<file path="src/rtl/psr_stack.sv">
// psr_stack
// Processor status register with a built-in save/restore LIFO for nested
// interrupt and BRK entry. It also produces a deferred interrupt mask.
//
// Ports:
//   clk          rising-edge clock for all state
//   nrst         asynchronous reset, active-high despite the name
//   db_in        internal data bus
//   db_load      per-bit load enable from db_in
//   zero_load    Z <= NOR of db_in
//   alu_carry    carry from the ALU
//   carry_load   C <= alu_carry
//   alu_overflow overflow from the ALU
//   ovf_load     V <= alu_overflow
//   set_mask     per-bit force to 1
//   clr_mask     per-bit force to 0 (beats set_mask)
//   push         save the current image onto the stack
//   push_brk     BRK value written into the pushed image
//   pop          restore the register from the stack top
//   err_clr      clear the sticky error flags
//   psr_out      visible flags (ONE forced high, BRK forced low)
//   push_image   image a push would store, for a bus write
//   irq_mask     effective interrupt disable
//   depth        number of occupied stack entries
//   full, empty  stack occupancy flags
//   ovf_err      sticky flag: push while full
//   unf_err      sticky flag: pop while empty
module psr_stack #(
   parameter int WIDTH   = 8,
   parameter int DEPTH   = 4,
   parameter int C_BIT   = 0,
   parameter int Z_BIT   = 1,
   parameter int I_BIT   = 2,
   parameter int BRK_BIT = 4,
   parameter int ONE_BIT = 5,
   parameter int V_BIT   = 6,
   parameter logic [WIDTH-1:0] RESET_VAL = WIDTH'(8'h24)
) (
   input  logic                         clk,
   input  logic                         nrst,
   input  logic [WIDTH-1:0]             db_in,
   input  logic [WIDTH-1:0]             db_load,
   input  logic                         zero_load,
   input  logic                         alu_carry,
   input  logic                         carry_load,
   input  logic                         alu_overflow,
   input  logic                         ovf_load,
   input  logic [WIDTH-1:0]             set_mask,
   input  logic [WIDTH-1:0]             clr_mask,
   input  logic                         push,
   input  logic                         push_brk,
   input  logic                         pop,
   input  logic                         err_clr,
   output logic [WIDTH-1:0]             psr_out,
   output logic [WIDTH-1:0]             push_image,
   output logic                         irq_mask,
   output logic [$clog2(DEPTH+1)-1:0]   depth,
   output logic                         full,
   output logic                         empty,
   output logic                         ovf_err,
   output logic                         unf_err
);

   localparam int DW = $clog2(DEPTH+1);

   logic [WIDTH-1:0] r_psr;
   logic [WIDTH-1:0] r_stack [DEPTH];
   logic [DW-1:0]    r_depth;
   logic             r_irq;
   logic             r_ovf;
   logic             r_unf;

   logic [WIDTH-1:0] w_psrOut;
   logic [WIDTH-1:0] w_pushImage;
   logic [WIDTH-1:0] w_updPsr;
   logic [WIDTH-1:0] w_top;
   logic [DW-1:0]    w_wrIdx;
   logic             w_empty;
   logic             w_full;
   logic             w_swap;
   logic             w_popOk;
   logic             w_pushOk;
   logic             w_restore;
   logic             w_stackWr;
   logic             w_ovfSet;
   logic             w_unfSet;

   // The visible image never exposes stored BRK/ONE bits; push_image
   // reinserts the BRK value the control logic wants saved.
   always_comb begin
      w_psrOut          = r_psr;
      w_psrOut[ONE_BIT] = 1'b1;
      w_psrOut[BRK_BIT] = 1'b0;
      w_pushImage          = w_psrOut;
      w_pushImage[BRK_BIT] = push_brk;
   end

   // Stack top selection; a loop compare avoids indexing the array with
   // the wider depth counter.
   always_comb begin
      w_top = '0;
      for (int i = 0; i < DEPTH; i++) begin
         if (r_depth == DW'(i + 1)) w_top = r_stack[i];
      end
   end

   // Per-bit source priority, lowest first so later lines override:
   // hold, data bus, dedicated ALU/zero loads, set, then clear.
   always_comb begin
      w_updPsr = r_psr;
      for (int b = 0; b < WIDTH; b++) begin
         if (db_load[b])                   w_updPsr[b] = db_in[b];
         if (b == Z_BIT && zero_load)      w_updPsr[b] = ~|db_in;
         if (b == C_BIT && carry_load)     w_updPsr[b] = alu_carry;
         if (b == V_BIT && ovf_load)       w_updPsr[b] = alu_overflow;
         if (set_mask[b])                  w_updPsr[b] = 1'b1;
         if (clr_mask[b])                  w_updPsr[b] = 1'b0;
      end
   end

   // Stack operation decode. Push together with pop on a non-empty stack
   // is a swap and never errors; on an empty stack it degrades to a plain
   // push, which always fits because DEPTH is at least one.
   always_comb begin
      w_empty   = (r_depth == '0);
      w_full    = (r_depth == DW'(DEPTH));
      w_swap    = push & pop & ~w_empty;
      w_popOk   = pop & ~push & ~w_empty;
      w_pushOk  = push & (pop ? w_empty : ~w_full);
      w_restore = w_swap | w_popOk;
      w_stackWr = w_pushOk | w_swap;
      w_ovfSet  = push & ~pop & w_full;
      w_unfSet  = pop & ~push & w_empty;
      w_wrIdx   = w_swap ? (r_depth - DW'(1)) : r_depth;
   end

   // Flag register and deferred interrupt mask. A restore updates the
   // mask on the same edge (return-from-interrupt); otherwise the mask
   // follows the visible I bit one cycle late.
   always_ff @(posedge clk or posedge nrst) begin
      if (nrst) begin
         r_psr <= RESET_VAL;
         r_irq <= 1'b1;
      end else if (w_restore) begin
         r_psr <= w_top;
         r_irq <= w_top[I_BIT];
      end else begin
         r_psr <= w_updPsr;
         r_irq <= w_psrOut[I_BIT];
      end
   end

   // Stack storage and occupancy. Overflowing pushes are dropped rather
   // than overwriting; depth never wraps.
   always_ff @(posedge clk or posedge nrst) begin
      if (nrst) begin
         r_depth <= '0;
         for (int i = 0; i < DEPTH; i++) r_stack[i] <= '0;
      end else begin
         for (int i = 0; i < DEPTH; i++) begin
            if (w_stackWr && w_wrIdx == DW'(i)) r_stack[i] <= w_pushImage;
         end
         if (w_pushOk)     r_depth <= r_depth + DW'(1);
         else if (w_popOk) r_depth <= r_depth - DW'(1);
      end
   end

   // Sticky errors; a new error on the same edge beats err_clr.
   always_ff @(posedge clk or posedge nrst) begin
      if (nrst) begin
         r_ovf <= 1'b0;
         r_unf <= 1'b0;
      end else begin
         if (w_ovfSet)     r_ovf <= 1'b1;
         else if (err_clr) r_ovf <= 1'b0;
         if (w_unfSet)     r_unf <= 1'b1;
         else if (err_clr) r_unf <= 1'b0;
      end
   end

   assign psr_out    = w_psrOut;
   assign push_image = w_pushImage;
   assign irq_mask   = r_irq;
   assign depth      = r_depth;
   assign full       = w_full;
   assign empty      = w_empty;
   assign ovf_err    = r_ovf;
   assign unf_err    = r_unf;

endmodule

</file>
<file path="config.mk">
export PLATFORM = sky130hd
export DESIGN_NAME = psr_stack
export DESIGN_NICKNAME = d
export VERILOG_FILES = /design/src/rtl/psr_stack.sv
export SDC_FILE = /design/constraint.sdc
export NUM_CORES = 1
export LEC_CHECK = 0
export ABC_AREA = 1
export BUFFER_PORTS_ARGS = -buffer_cell sky130_fd_sc_hd__buf_4
export CAP_MARGIN = 20
export CORE_MARGIN = 3
export CORE_UTILIZATION = 51
export DETAILED_ROUTE_END_ITERATION = 12
export PLACE_DENSITY = 0.79
export SETUP_SLACK_MARGIN = 0.02
export SYNTH_ARGS = -nofsm -noshare
export SYNTH_HDL_FRONTEND = slang
export SYNTH_SLANG_ARGS = --single-unit
</file>
<file path="constraint.sdc">
create_clock -name clk -period 1.87 [get_ports clk]
set_input_delay 0.2805 -clock clk [delete_from_list [all_inputs] [get_ports clk]]
set_output_delay 0.2805 -clock clk [all_outputs]
set_load 0.05 [all_outputs]
</file>
**Word level (Yosys, flattened, before mapping)**

Cells that the tools add are included.

- Flip-flop bits (word level): 44
- Input bits: 43
- Output and inout port bits: 24
- Logic and storage cells: 94

- $add $sub $neg: 2
- Bitwise gates (word level): 14
- Eq/ne operators: 7
- Reduce and logical (&&, ||, !) cells: 17
- Mux-type cells: 40

Operator list:

| operator | count |
|---|---|
| two-way mux 8 bit | 5 |
| two-way mux 1 bit | 32 |
| nonzero test 5 bit | 3 |
| == test 3 x 2 -> 1 bit (second input constant) | 4 |
| nonzero test 4 bit | 3 |
| two-way mux 3 bit | 3 |
| bitwise AND 1 bit | 8 |
| OR reduction 8 bit | 1 |
| == test 3 x 1 -> 1 bit (second input constant) | 2 |
| logical NOT 3 bit | 2 |
| nonzero test 2 bit | 3 |
| logical AND 1 bit | 4 |
| inverter 1 bit | 4 |
| adder 3 x 1 -> 3 bit (second input constant) | 1 |
| == test 3 bit (second input constant) | 1 |
| subtractor 3 x 1 -> 3 bit (second input constant) | 1 |
| OR 1 bit | 2 |
| logical NOT 1 bit | 1 |

**Logic depth before layout (Yosys ltp)**

Gate-level depths: netlist (run 1).

- Word-level depth: 6
- Gate-level depth with buffers: 11
- Mapped depth without buffers: 11

**Worst setup path after synthesis (run 1)**

Ideal clock, no wire load.

- Path kind: register to register
- Start point: reg r_depth[0] (netlist: depth[0])
- End point: reg r_stack[0] in the netlist's numbering
- Clock period less this slack: 2232 ps
- Cell stages (with the launch flop): 12
- Required time: 1749 ps
- Path buffers: 1
- Library setup time: 121 ps
- Data arrival time: 2111 ps
- Slack: -362 ps
- Path through: dfrtp_1 -> inv_1 -> ha_1 -> inv_1 -> nor2_4 -> nor2_4 -> inv_1 -> nand2_1 -> nand2_1 -> buf_4 -> nand4_1 -> nand2_1

- Cells in the longest elaborated chain, start to end: 6
- Elaborated cells between the ends (all ways): 12
- Those cells by class: 1 x add/sub; 2 x eq/ne; 2 x mux; 5 x bitwise; 2 x reduce/logical

RTL lines:

| what | RTL line | source |
|---|---|---|
| start: declaration | 68 | `logic [DW-1:0] r_depth;` |
| start signal: assignment | 163 | `if (w_pushOk) r_depth <= r_depth + DW'(1);` |
| start signal: assignment | 164 | `else if (w_popOk) r_depth <= r_depth - DW'(1);` |
| logical NOT 3 bit * | 125 | `w_empty = (r_depth == '0);` |
| named net empty | 59 | `output logic empty,` |
| inverter 1 bit | 127 | `w_swap = push & pop & ~w_empty;` |
| bitwise AND 1 bit | 127 |  |
| two-way mux 3 bit | 134 | `w_wrIdx = w_swap ? (r_depth - DW'(1)) : r_depth;` |
| == test 3 x 2 -> 1 bit | 161 | `if (w_stackWr && w_wrIdx == DW'(i)) r_stack[i] <= w_pushImage;` |
| logical AND 1 bit * | 161 |  |
| end signal: indexed assignment | 161 |  |
| end: declaration | 67 | `logic [WIDTH-1:0] r_stack [DEPTH];` |

Mark *: on every way through the listed nets, which the timed path passes. The rest lies on a longest branch.
A chain may end at the register's enable or synchronous reset.

**Final worst setup path (run 1)**

- Start point: reg r_depth[1] (netlist: depth[1])
- End point: reg r_stack[8] in the netlist's numbering

- Cells in the longest elaborated chain, start to end: 6
- Elaborated cells between the ends (all ways): 12
- Those cells by class: 1 x add/sub; 2 x eq/ne; 2 x mux; 5 x bitwise; 2 x reduce/logical

RTL lines:

| what | RTL line |
|---|---|
| parallel branches: the longest is 5 deep, another holds subtractor 3 x 1 -> 3 bit | -- |
| logical AND 1 bit * | 161 |

Mark *: on every way between the ends.

==> results, run 1 <==
- In this run the power spent charging and discharging nets is 0.00245 W.
- The internal power consumption is 0.00258 W.
- Port buffering added 55 buffers.
- The endpoint identified for the worst register-to-register timing path is r_stack[8]$_DFFE_PP0P_.
- The arrival time at the worst endpoint is 2080 ps.
- Summed over all cells, the static leakage comes to 1.60 nW.
- STA puts the critical path data required time at roughly 2100 ps.
- TritonCTS built the clock tree.
- The finished cells cover between 3000 and 4000 µm².
- The final antenna diode count is 0.
- The final-report hold violation count was 0.
- The first global-routing pass estimated about 9500 µm of wire.
- Max-cap violations in this run came to 0.
- The synthesized cell area is 2200 µm².
- The largest net degree at the start of global routing is 37.
- The level count of the clock H-tree is 2.
- Counting flops with a built-in enable in the synthesized netlist gives 0.
- The fraction of layout cells with a size suffix above 1 is a little over a third.
- For this design the top-level I/O count stands at 67.
- The layout overhead on the synthesized area is 39.2%.
- Among all flip-flop cells after synthesis, the most frequent one is dfrtp_1.
- Timing would allow up to roughly 540 MHz.
- The worst path meets setup with between 20 and 25 ps of slack.
- The class of the most critical hold timing path is primary input to async pin.
- At the later pin of the worst-skew pair, clock insertion delay measures 310 ps.
- The die covers 5140 µm².
- After layout, the worst path uses 98.9% of the clock period.
- Setup slack on the worst reg-to-reg path comes out at ~21 ps.
- The logic gate share of total power is 60.9%.
- The final wirelength is 6440 µm.
- The global router's overall resource usage is 23.7%.
- The worst register-to-register path has a depth of 10.
- The setup TNS is 0 ps.
- The mean instance size in the synthesized netlist is 7.61 µm².
- Synthesis handed over a netlist of 289 instances.
- The synthesis warning total is 0.
- Sequential cells were found to cover 41.1% of the synthesized design area.
- Power spread over the standard cell area amounts to 1640 nW/µm².
- In this run the clock root is driven by a clkbuf_8.
- The clock period could shrink to 1850 ps.
- In the final design database the tool counted 410 nets.
- The element type at the critical path start is a flop.
- The number of clock buffers added by TritonCTS is 5.
- The biggest area contributor in the post-synthesis netlist is dfrtp_1.
- The run finished with clean final reports.
- In this run the core area contains 23 standard-cell rows.
- The worst setup timing slack at the placement stage is between 2 and 3 ps.
- The initial antenna violation count is 0.
- The unique cell type count in the Yosys netlist is 26.
- STA classifies the critical path endpoint as a flop.
- The maximum ir drop on the vdd rail is roughly 0.00093 V.
- The first detailed-routing pass ran for 4 iterations.
- The synthesized design devotes to its leading area cell type 38.7% of total area.
- The number of synthesized register bits is 36.
- The total overflow reported by the global router is 0.
- The count of nets left with antenna violations once routing finished came out at 0.
- The violation count after the first detailed-route iteration is 222.
- The clock skew after layout is 17.0 ps.
- The sequential cell fraction of total power is ~28%.
- Setup repair after global routing could not meet its margin everywhere.
- Of the total power, the share spent switching nets is 48.8%.
- The number of buffers between clock root and the deepest sink is 2.
- Per report_power, the clock group accounts for a little under an eighth of the total.
- Yosys instantiated no cell more often than nand2_1.
- The clock-pin slew reported for the worst setup and hold paths after clock tree synthesis is 90 ps.
- The clock net sink count is 36.
- The number of global-route vias before repair came to 2007.
- The critical path class is flop to flop.
- The floorplan step defined a core boundary enclosing around 4000 µm².
- Ranked by total cell area, the synthesized netlist is headed by dfrtp_1 39%, nand2_1 17%, nand4_1 7.1%.
- After synthesis, the share of flip-flops with an asynchronous set or reset is 100%.
- Using the TritonRoute via totals, the vias-per-cell ratio works out to 5.47.
- The detailed-route via count is 2255.
- The area after detailed placement is 2700 µm².
- The floorplan step set the die width to between 70 and 80 µm.
- The HPWL after detailed placement is 4070 µm.
- The remaining design rule violation count is 0.
- Setup violations remaining at the end of the flow were counted as 0.
- In this run the worst path has a maximum fanout of 8.
- The startpoint of the worst-slack reg-to-reg timing path is depth[1]$_DFFE_PP0P_.
- The chip height is 71.7 µm.
- The final routed wire length divided by cell count is 15.6 µm.
- The max-slew violation count was 0.
- The congestion estimate from routability-driven global placement came to 0.827.
- By count the netlist is led by 102 x nand2_1, 34 x dfrtp_1, 27 x inv_1.
- For this configuration, the core starts out at a cell density of a little over half.
layout make-up:
| cell class | count | area, µm² |
|---|---|---|
| clock inverters | 3 | 18.8 |
| well taps | 50 | 62.6 |
| multi-input cells | 209 | 1170 |
| fillers | 310 | 1020 |
| inverters | 27 | 109 |
| clock buffers | 5 | 68.8 |
| flip-flops and latches | 36 | 908 |
| repair buffers | 82 | 724 |
repair_timing:
action                                  4_1_cts  5_1_grt
hold endpoints to repair                      0        0
endpoints found under the setup margin       11       29
pin swaps                                     1       11
hold buffers                                  0        0
cloned                                        1        2
gates resized for setup                       1       21
buffers inserted                              0       11
through the flow:
step | hold WS, ps | util, % | power (W) | std cells
4_1_cts | 98.9 | 69.0 | 0.00445 | 399
5_1_grt | 121 | 75.0 | 0.00531 | 412
2_1_floorplan | 385 | - | 0.00318 | 290
3_3_place_gp | 419 | 66.0 | 0.00375 | 390
3_5_place_dp | 421 | 66.0 | 0.00380 | 390
6_report | 75.1 | 75.0 | 0.00503 | 412
power by group through the flow:
stage	Combinational, W	Sequential [W]	Clock, W
floorplan	0.00154	0.00164	0
global placement	0.00239	0.00136	0
detailed placement	0.00244	0.00137	0
CTS	0.00253	0.00136	0.000565
global route	0.00327	0.00144	0.000609
finish	0.00306	0.00139	0.000574
per-layer routing:
layer / part of all wire (%) / global-route usage, % / wire, µm
met1: 40 / 32.4 / 2570
met2: 49 / 36.0 / 3190
met3: 7.3 / 6.31 / 470
met4: 3.3 / 9.19 / 211
met5: 0 / 0 / 0
kinds of logic after synthesis:
| family | count (synthesis) | share of synthesized area, % |
|---|---|---|
| AO/OA/AOI/OAI | 33 | 9.04 |
| XOR/XNOR | 2 | 0.797 |
| adder cells (fa/ha/maj) | 6 | 3.41 |
| buffers and inverters | 45 | 11.3 |
| flip-flops | 36 | 41.1 |
| other | 2 | 0.341 |
| AND/OR/NAND/NOR | 165 | 34.0 |
critical path, cell delays in order (launching register included):
cell     delay (ps)
dfrtp_4         510
inv_6            90
ha_4            150
inv_2            40
nor2_4          130
nor2_4          100
buf_4           160
o21ai_4         220
buf_6           160
nand4_1         110
nand2_1         100
state kept, by name, summed over array words and instances (netlist names):
signal and count:
irq_mask 1, unf_err 1, depth 3, r_stack 24
r_psr 6, ovf_err 1
worst max-delay path by stage:
stage                     slack (ps)                       to            startpoint
after floorplan                 -110   r_stack[0]$_DFFE_PP0P_  depth[1]$_DFFE_PP0P_
after global placement            80  r_stack[30]$_DFFE_PP0P_  depth[1]$_DFFE_PP0P_
after detailed placement           3  r_stack[27]$_DFFE_PP0P_  depth[1]$_DFFE_PP0P_
after CTS                         20  r_stack[27]$_DFFE_PP0P_  depth[1]$_DFFE_PP0P_
after global routing             -60   r_stack[9]$_DFFE_PP0P_  depth[1]$_DFFE_PP0P_
final                             20   r_stack[8]$_DFFE_PP0P_  depth[1]$_DFFE_PP0P_
placed cells by master, fill, tap and decap left out, types with 2 or more instances in the layout:
master     synthesis  layout
a21oi_1           11      11
a31oi_1            3       3
buf_12             0       4
buf_4             13      74
clkbuf_16          0       2
clkbuf_8           0       5
clkinv_2           0       2
conb_1             2       3
dfrtp_1           34      32
dfstp_2            2       2
ha_1               6       4
ha_4               0       2
inv_1             27      22
inv_2              0       3
nand2_1          102      90
nand2_2            1      11
nand2_4            0       2
nand3_1           11      11
nand3_4            0       5
nand4_1           25      25
nor2_1            17      16
nor2_4             2       2
o21ai_0           12      12
o21ai_4            1       3
o31ai_1            3       3
(Power assumes the default switching activity.)
==> run 2, diff against run 1 <==
--- a/config.mk
+++ b/config.mk
@@ -6,7 +6,7 @@
 export NUM_CORES = 1
 export LEC_CHECK = 0
 export ABC_AREA = 1
-export BUFFER_PORTS_ARGS = -buffer_cell sky130_fd_sc_hd__buf_4
+export BUFFER_PORTS_ARGS = -buffer_cell sky130_fd_sc_hd__buf_2
 export CAP_MARGIN = 20
 export CORE_MARGIN = 3
 export CORE_UTILIZATION = 51
==> run 2 against run 1 <==
Against the previous run: first-iteration DRC count is 9.5% higher; the run now ends with setup timing left; register-to-register slack worse by 30 ps; wire length is 1.0% higher; final area is 4.4% lower; sequential power hardly changed; setup slack worse by 33 ps; maximum frequency is 1.7% lower; cell count is 0.73% lower; non-clock buffer count is 3 lower; utilization is 3.3 points lower; hold slack better by 3.7 ps; global-route usage is 1.3 points lower.
==> results, run 2 (synthesis gave the netlist of run 1 again) <==
- Setup repair after global routing could not meet its margin everywhere.
- The net switching power of the design is 0.00245 W (about the same).
- The final antenna-violating net count is 0 (unchanged).
- The fraction of layout cells with a size suffix above 1 was 34.8% (about the same).
- The arrival time at the worst endpoint was 2060 ps (-20 ps).
- The I/O pin count is 67 (unchanged).
- The startpoint of the worst-slack reg-to-reg timing path is depth[1]$_DFFE_PP0P_.
- STA classifies the critical path startpoint as a flop.
- The slowest stage of the critical path is the dfrtp_4 cell.
- The peak clock frequency supported by timing is 531 MHz (-1.7%).
- The register containing the most flip-flops in the final layout is r_stack.
- The fraction of power consumed by the clock network was 14.8% (+3.4 points).
- The floorplan core area is 4090 µm² (unchanged).
- The final routed wire length divided by cell count is 15.9 µm (+1.8%).
- The largest fanout on the critical path is 9 (+1).
- The maximum ir drop on the vdd rail is 0.00105 V (+13%).
- The number of non-filler instances in the completed layout is 409 (-0.73%).
- The min-delay analysis places its worst path in the category primary input to async pin.
- The final weighted congestion in routability-driven placement is 0.826 (-0.13%).
- The delay of the slowest critical-path stage came to 450 ps (-60 ps).
- STA classifies the critical path endpoint as a flop.
- The flow ran to the end, but the final reports show violations.
- The critical path starts at depth[1]$_DFFE_PP0P_.
- The quantity of I/O buffers inserted on ports is 55 (unchanged).
- The checks that failed: setup timing.
- The detailed-route via count is 2326 (+3.1%).
- The remaining design rule violation count came to 0 (unchanged).
- The total overflow reported by the global router is 0 (unchanged).
- The number of buffers between clock root and the deepest sink is 2 (unchanged).
- The least setup slack across all paths after layout is -11.5 ps (-32.6 ps).
- The reported leakage power was 1.55 nW (-2.8%).
- The top cell types in the final layout, fill and taps aside, are 89 x nand2_1, 54 x buf_2, 32 x dfrtp_1, 25 x nand4_1, 22 x inv_1.
- The library cell used most frequently in the layout, excluding fill and tap cells, is nand2_1.
- The chip width is 71.7 µm (unchanged).
- TritonCTS built the clock tree.
- The path depth of the worst reg2reg path is 11 (+1).
- The post-route minimum period is 1880 ps (+32.6 ps).
- The chip height came to 71.7 µm (unchanged).
- The global router's overall resource usage is 22.4% (-1.3 points).
- The final-report hold violation count is 0 (unchanged).
- Following the worst setup path forward leads to its endpoint at r_stack[9]$_DFFE_PP0P_.
- The row count is 23 (unchanged).
- The average via count per standard cell is 5.69 (+3.9%).
- The clock skew after layout is 9.80 ps (-7.17 ps).
- The core occupancy in the finished layout was 71.6% (-3.3 points).
- The critical path class is flop to flop.
- The register-to-register path setup slack is -10 ps (-30 ps).
- The internal power consumption is 0.00261 W (+1.4%).
- The number of CTS-inserted buffers was 5 (unchanged).
- The logic gate share of total power is 57.4% (-3.5 points).
- The number of maximum-capacitance constraint violations was 0 (unchanged).
- The full die area came to 5140 µm² (unchanged).
- The largest net degree at the start of global routing is 37 (unchanged).
- The sequential cell fraction of total power is 27.8% (about the same).
- The power per standard cell area was 1730 nW/µm² (+5.3%).
- The level count of the clock H-tree is 2 (unchanged).
- The cell count after placement came to 388 (-0.51%).
- The required time at the worst-slack endpoint came to 2050 ps (-50 ps).
- The number of global-route vias before repair is 1963 (-2.2%).
- The detailed-placement wirelength estimate is 3940 µm (-3.3%).
- The final wirelength is 6510 µm (+1.0%).
- The clock-pin slew reported for the worst setup and hold paths after clock tree synthesis was 70 ps (-20 ps).
- The effective utilization at floorplan is 53.8% (unchanged).
- The initial antenna violation count is 0 (unchanged).
- The buffer type at the clock tree root is clkbuf_8.
- The count of nets after finishing is 407 (-0.73%).
- The clock latency at the later pin of the worst-skew pair is 290 ps (-20 ps).
- The total iterations of the first detailed-routing run is 5 (+1).
- The wire length of the first global-routing pass was 9030 µm (-4.7%).
- The clock net sink count came to 36 (unchanged).
- The flip-flop count of the largest register, all copies and words added is 24 (unchanged).
- The max-slew violation count is 0 (unchanged).
- The setup violation total in the final timing report is 1 (+1).
- The share of the clock period used by the worst path is 101% (+1.7 points).
- The final antenna diode count is 0 (unchanged).
- The violation count after the first detailed-route iteration is 243 (+9.5%).
- The signal on the critical path passes through inv_6 > ha_4 > inv_2 > nor2_4 > nor2_4 > inv_2 > nand2_1 > nand2_4 > buf_4 > nand4_1 > nand2_1.
- The fraction of power spent switching nets is 48.4% (-0.35 points).
- The layout overhead on the synthesized area is 33.1%.
- The endpoint identified for the worst register-to-register timing path is r_stack[9]$_DFFE_PP0P_.
## run 2: cell types whose count changed in the layout (fill, tap and decap cells not counted), sizes merged
| cell | before | now |
|---|---|---|
| buf | 80 | 77 |
| bufinv | 0 | 1 |
| clkbuf | 7 | 9 |
| clkinv | 3 | 0 |
## run 2: power groups by stage
stage	registers, W	logic, W	clock network, W
floorplan	0.00164	0.00154	0
global placement	0.00136	0.00225	0
detailed placement	0.00138	0.00230	0
CTS	0.00137	0.00239	0.000755
global route	0.00144	0.00309	0.000794
finish	0.00141	0.00291	0.000751
## run 2: layout make-up
class / count / area (µm²)
Inverter: 27 / 109
Timing Repair Buffer: 79 / 546
Sequential cell: 36 / 908
Clock buffer: 7 / 96.3
Tap cell: 50 / 62.6
Multi-Input combinational cell: 209 / 1180
Clock inverter: 1 / 30.0
Fill cell: 308 / 1160
## run 2: routing by layer
layer	routed length [µm]	global-route usage [%]	up-vias
met5	0	0	-
met4	179	8.14	0
met3	486	5.05	25
met2	3220	35.2	136
met1	2620	30.3	1090
li1	-	-	1075
## run 2: critical path: cells and delay by family (launching register included)
family / cells / cell delay (ps)
AND/OR/NAND/NOR: 6 / 760
flip-flops: 1 / 450
buffers and inverters: 4 / 380
adder cells (fa/ha/maj): 1 / 170
## run 2: worst min path at each step
stage / start / end / slack (ps)
floorplan: err_clr / ovf_err$_DFFE_PP0P_ / 380
global placement: nrst / depth[2]$_DFFE_PP0P_ / 410
detailed placement: nrst / depth[2]$_DFFE_PP0P_ / 410
CTS: nrst / r_stack[23]$_DFFE_PP0P_ / 90
global route: nrst / depth[2]$_DFFE_PP0P_ / 130
finish: nrst / depth[2]$_DFFE_PP0P_ / 80
## run 2: through the flow
| step | area (µm²) | hold WS [ps] | setup slack, ps | total power, W | setup TNS, ps |
|---|---|---|---|---|---|
| 2_1_floorplan | 2270 | 385 | -113 | 0.00318 | -2530 |
| 3_3_place_gp | 2550 | 408 | 57.0 | 0.00361 | 0 |
| 3_5_place_dp | 2550 | 406 | 12.1 | 0.00367 | 0 |
| 4_1_cts | 2710 | 94.3 | 21.6 | 0.00451 | 0 |
| 5_1_grt | 2930 | 125 | -77.3 | 0.00532 | -910 |
| 6_report | 2930 | 78.8 | -11.5 | 0.00506 | -11.5 |
## run 2: timing repair
| item | in CTS | in global routing |
|---|---|---|
| setup buffers | 0 | 10 |
| gates cloned | 1 | 2 |
| endpoints found under the setup margin | 11 | 28 |
| endpoints found under the hold margin | 0 | 0 |
| pin swaps | 1 | 15 |
| hold buffers | 0 | 0 |
| gates resized for setup | 1 | 25 |
==> run 3, diff against run 2 <==
==> constraint.sdc (replaced) <==
create_clock -name clk -period 1.87 [get_ports clk]
set_input_delay 0.2805 -clock clk [delete_from_list [all_inputs] [get_ports clk]]
set_output_delay 0.2805 -clock clk [all_outputs]
set_load 0.02 [all_outputs]
==> run 3 against run 2 <==
Against the previous run: the run now ends clean; count of clock-buffer cells in the layout down 1; first-iteration DRC count decreased by 36%; clock power fell by 9.2%; clock skew is 0.83 ps higher; sequential share of layout area grew 0.81 points; critical path depth down 2; critical path type unchanged; critical endpoint is now r_psr[0]$_DFFE_PP0P_; largest power group unchanged.
==> results, run 3 (synthesis gave the netlist of run 1 again) <==
- The quantity of I/O buffers inserted on ports is 55 (unchanged).
- The class of the most critical hold timing path is primary input to async pin.
- The violation count after the first detailed-route iteration came to 155 (-36%).
- The post-route minimum period is 1750 ps (-127 ps).
- The final antenna-violating net count is 0 (unchanged).
- The chip height is 71.7 µm (unchanged).
- The detailed-placement wirelength estimate was 4070 µm (+3.2%).
- The maximum ir drop on the vdd rail is 0.000798 V (-24%).
- The total overflow reported by the global router is 0 (unchanged).
- The setup violation total in the final timing report is 0 (-1).
- The final wirelength is 5860 µm (-10%).
- The full die area is 5140 µm² (unchanged).
- The worst setup path is launched from a flop.
- The row count is 23 (unchanged).
- The clock tree from TritonCTS is built.
- The average via count per standard cell is 5.42 (-4.7%).
- The reported leakage power is 1.54 nW (-0.55%).
- The chip width is 71.7 µm (unchanged).
- The sequential cell fraction of total power is 31.0% (+3.2 points).
- The cell count after placement is 397 (+2.3%).
- The total iterations of the first detailed-routing run is 4 (-1).
- The largest fanout on the critical path was 6 (-3).
- The most repeated library cell on the critical path is o21ai_0.
- The setup TNS is 0 ps (+11.5 ps).
- The worst path buffer plus inverter count is 3 (-1).
- The run finished with clean final reports.
- The wire length of the first global-routing pass is 9070 µm (+0.53%).
- The share of the clock period used by the worst path was 93.8% (-6.8 points).
- The floorplan core area is 4090 µm² (unchanged).
- The clock-pin slew reported for the worst setup and hold paths after clock tree synthesis is 70 ps (about the same).
- The total power consumption of the routed design is 0.00439 W (-13%).
- The initial antenna violation count is 0 (unchanged).
- The critical path class is flop to flop.
- Setup repair after global routing left no endpoint under its margin.
- The number of buffers between clock root and the deepest sink is 2 (unchanged).
- The layout overhead on the synthesized area is 29.4%.
- The clock latency at the later pin of the worst-skew pair is 290 ps (about the same).
- The global router's overall resource usage was 22.1% (-0.27 points).
- The startpoint of the worst-slack reg-to-reg timing path is depth[1]$_DFFE_PP0P_.
- The final weighted congestion in routability-driven placement is 0.895 (+8.3%).
- The number of CTS-inserted buffers is 5 (unchanged).
- The clock net sink count is 36 (unchanged).
- The net switching power of the design is 0.00199 W (-19%).
- Leaving out fill and tap cells, the most frequent cell in the layout is nand2_1.
- The peak clock frequency supported by timing is 570 MHz (+7.2%).
- The final antenna diode count is 0 (unchanged).
- The path depth of the worst reg2reg path came to 9 (-2).
- r_stack holds more flip-flops than any other register.
- The logic gate share of total power is 53.5% (-3.9 points).
- The fraction of power spent switching nets is 45.4% (-3.1 points).
- The fraction of layout cells with a size suffix above 1 is 33.7% (-1.1 points).
- The most critical setup path has its endpoint at r_psr[0]$_DFFE_PP0P_.
- The I/O pin count was 67 (unchanged).
- The power per standard cell area came to 1540 nW/µm² (-11%).
- The delay of the slowest critical-path stage came to 420 ps (-30 ps).
- The final routed wire length divided by cell count is 14.2 µm (-11%).
- The arrival time at the worst endpoint was 1960 ps (-100 ps).
- The register-to-register path setup slack is 120 ps (+130 ps).
- The buffer type at the clock tree root is clkbuf_8.
- The number of global-route vias before repair is 2021 (+3.0%).
- The max-slew violation count is 0 (unchanged).
- The number of stages on the worst setup path was 9 (-2).
- The largest net degree at the start of global routing came to 37 (unchanged).
- The required time at the worst-slack endpoint is 2080 ps (+30 ps).
- The number of non-filler instances in the completed layout came to 412 (+0.73%).
- The final hold slack is 65.4 ps (-13.4 ps).
- The clock skew after layout is 10.6 ps (+0.831 ps).
- In this run the tightest slew margin relative to its limit is 62.2%.
- The top cell types in the final layout, fill and taps aside, are 92 x nand2_1, 55 x buf_2, 32 x dfrtp_1, 25 x nand4_1, 22 x inv_1.
- The endpoint type of the worst setup path is a flop.
- Among cell families on the critical path, the largest total delay comes from simple AND/OR/NAND/NOR gates.
- Traced cell by cell, the critical path runs through inv_4 > buf_4 > ha_1 > inv_1 > nor2_1 > nand3_1 > a21oi_1 > o21ai_0 > o21ai_0.
- The final-report hold violation count is 0 (unchanged).
- The standard cell with the maximum stage delay on the critical path is dfrtp_2.
- Tracing the worst setup path back leads to its startpoint at depth[1]$_DFFE_PP0P_.
- The count of nets after finishing is 410 (+0.74%).
- The fraction of power consumed by the clock network is 15.5% (+0.7 points).
- The level count of the clock H-tree came to 2 (unchanged).
- The internal power consumption came to 0.00240 W (-8.0%).
- The number of fillers in the final layout is 306 (-0.65%).
- For the pin with the worst max-slew slack, the measured transition is 562 ps.
- The end of the worst register-to-register path is r_psr[0]$_DFFE_PP0P_.
- The number of maximum-capacitance constraint violations is 0 (unchanged).
- The remaining design rule violation count was 0 (unchanged).
- The effective utilization at floorplan is 53.8% (unchanged).
- The detailed-route via count is 2232 (-4.0%).
- The flip-flop count of the largest register, all copies and words added is 24 (unchanged).
run 3: cell count changes in the layout (fill, tap and decap cells not counted), sizes merged:
cell | previous run | this run
buf | 77 | 81
clkbuf | 9 | 6
clkinv | 0 | 1
o21ai | 15 | 16
run 3: worst reg2reg max path: cells and delay by family (launching register included):
family | cells | cell delay, ps
buf+inv | 3 | 260
flops | 1 | 420
compound gates | 3 | 430
fa+ha+maj | 1 | 130
simple gates | 2 | 430
run 3: worst min path at each step:
stage                                    to  depth (start not counted)  startpoint  slack (ps)
floorplan               ovf_err$_DFFE_PP0P_                          1     err_clr         380
global placement       depth[2]$_DFFE_PP0P_                          3        nrst         400
detailed placement     depth[2]$_DFFE_PP0P_                          3        nrst         400
CTS                 r_stack[27]$_DFFE_PP0P_                          3        nrst          90
global route        r_stack[26]$_DFFE_PP0P_                          3        nrst         110
finish                 depth[2]$_DFFE_PP0P_                          3        nrst          70
run 3: final cells by class:
class	instances	area, µm²	area share (%)
flip-flops and latches	36	906	31.8
inverters	27	104	3.65
repair buffers	81	498	17.5
clock inverters	2	35.0	1.23
clock buffers	6	72.6	2.55
well taps	50	62.6	2.20
multi-input cells	210	1170	41.0
run 3: what timing repair did:
action                                  CTS  global route
buffers inserted                          0             6
pin swaps                                 1             6
hold buffers                              0             0
resized for setup                         1            32
endpoints found under the setup margin    7            27
gates cloned                              0             1
run 3: metal layers:
layer	global-route usage, %	part of all wire, %	vias to the layer above
li1	-	-	1087
met1	28.5	41	1044
met4	6.47	1.6	0
met3	5.05	6.8	11
met2	37.2	51	90
met5	0	0	-
run 3: power groups by stage:
stage	logic (W)	registers, W	clock network, W
5_1_grt	0.00257	0.00140	0.000710
3_3_place_gp	0.00188	0.00135	0
2_1_floorplan	0.00129	0.00141	0
3_5_place_dp	0.00193	0.00136	0
6_report	0.00235	0.00136	0.000682
4_1_cts	0.00194	0.00134	0.000678
run 3: stage by stage:
step / util, % / instance area [µm²] / setup WS (ps)
5_1_grt: 69.6 / 2850 / 9.36
3_5_place_dp: 62.3 / 2550 / 22.6
4_1_cts: 64.9 / 2650 / 33.2
3_3_place_gp: 62.3 / 2550 / 74.9
6_report: 69.6 / 2850 / 115
2_1_floorplan: - / 2210 / 63.2
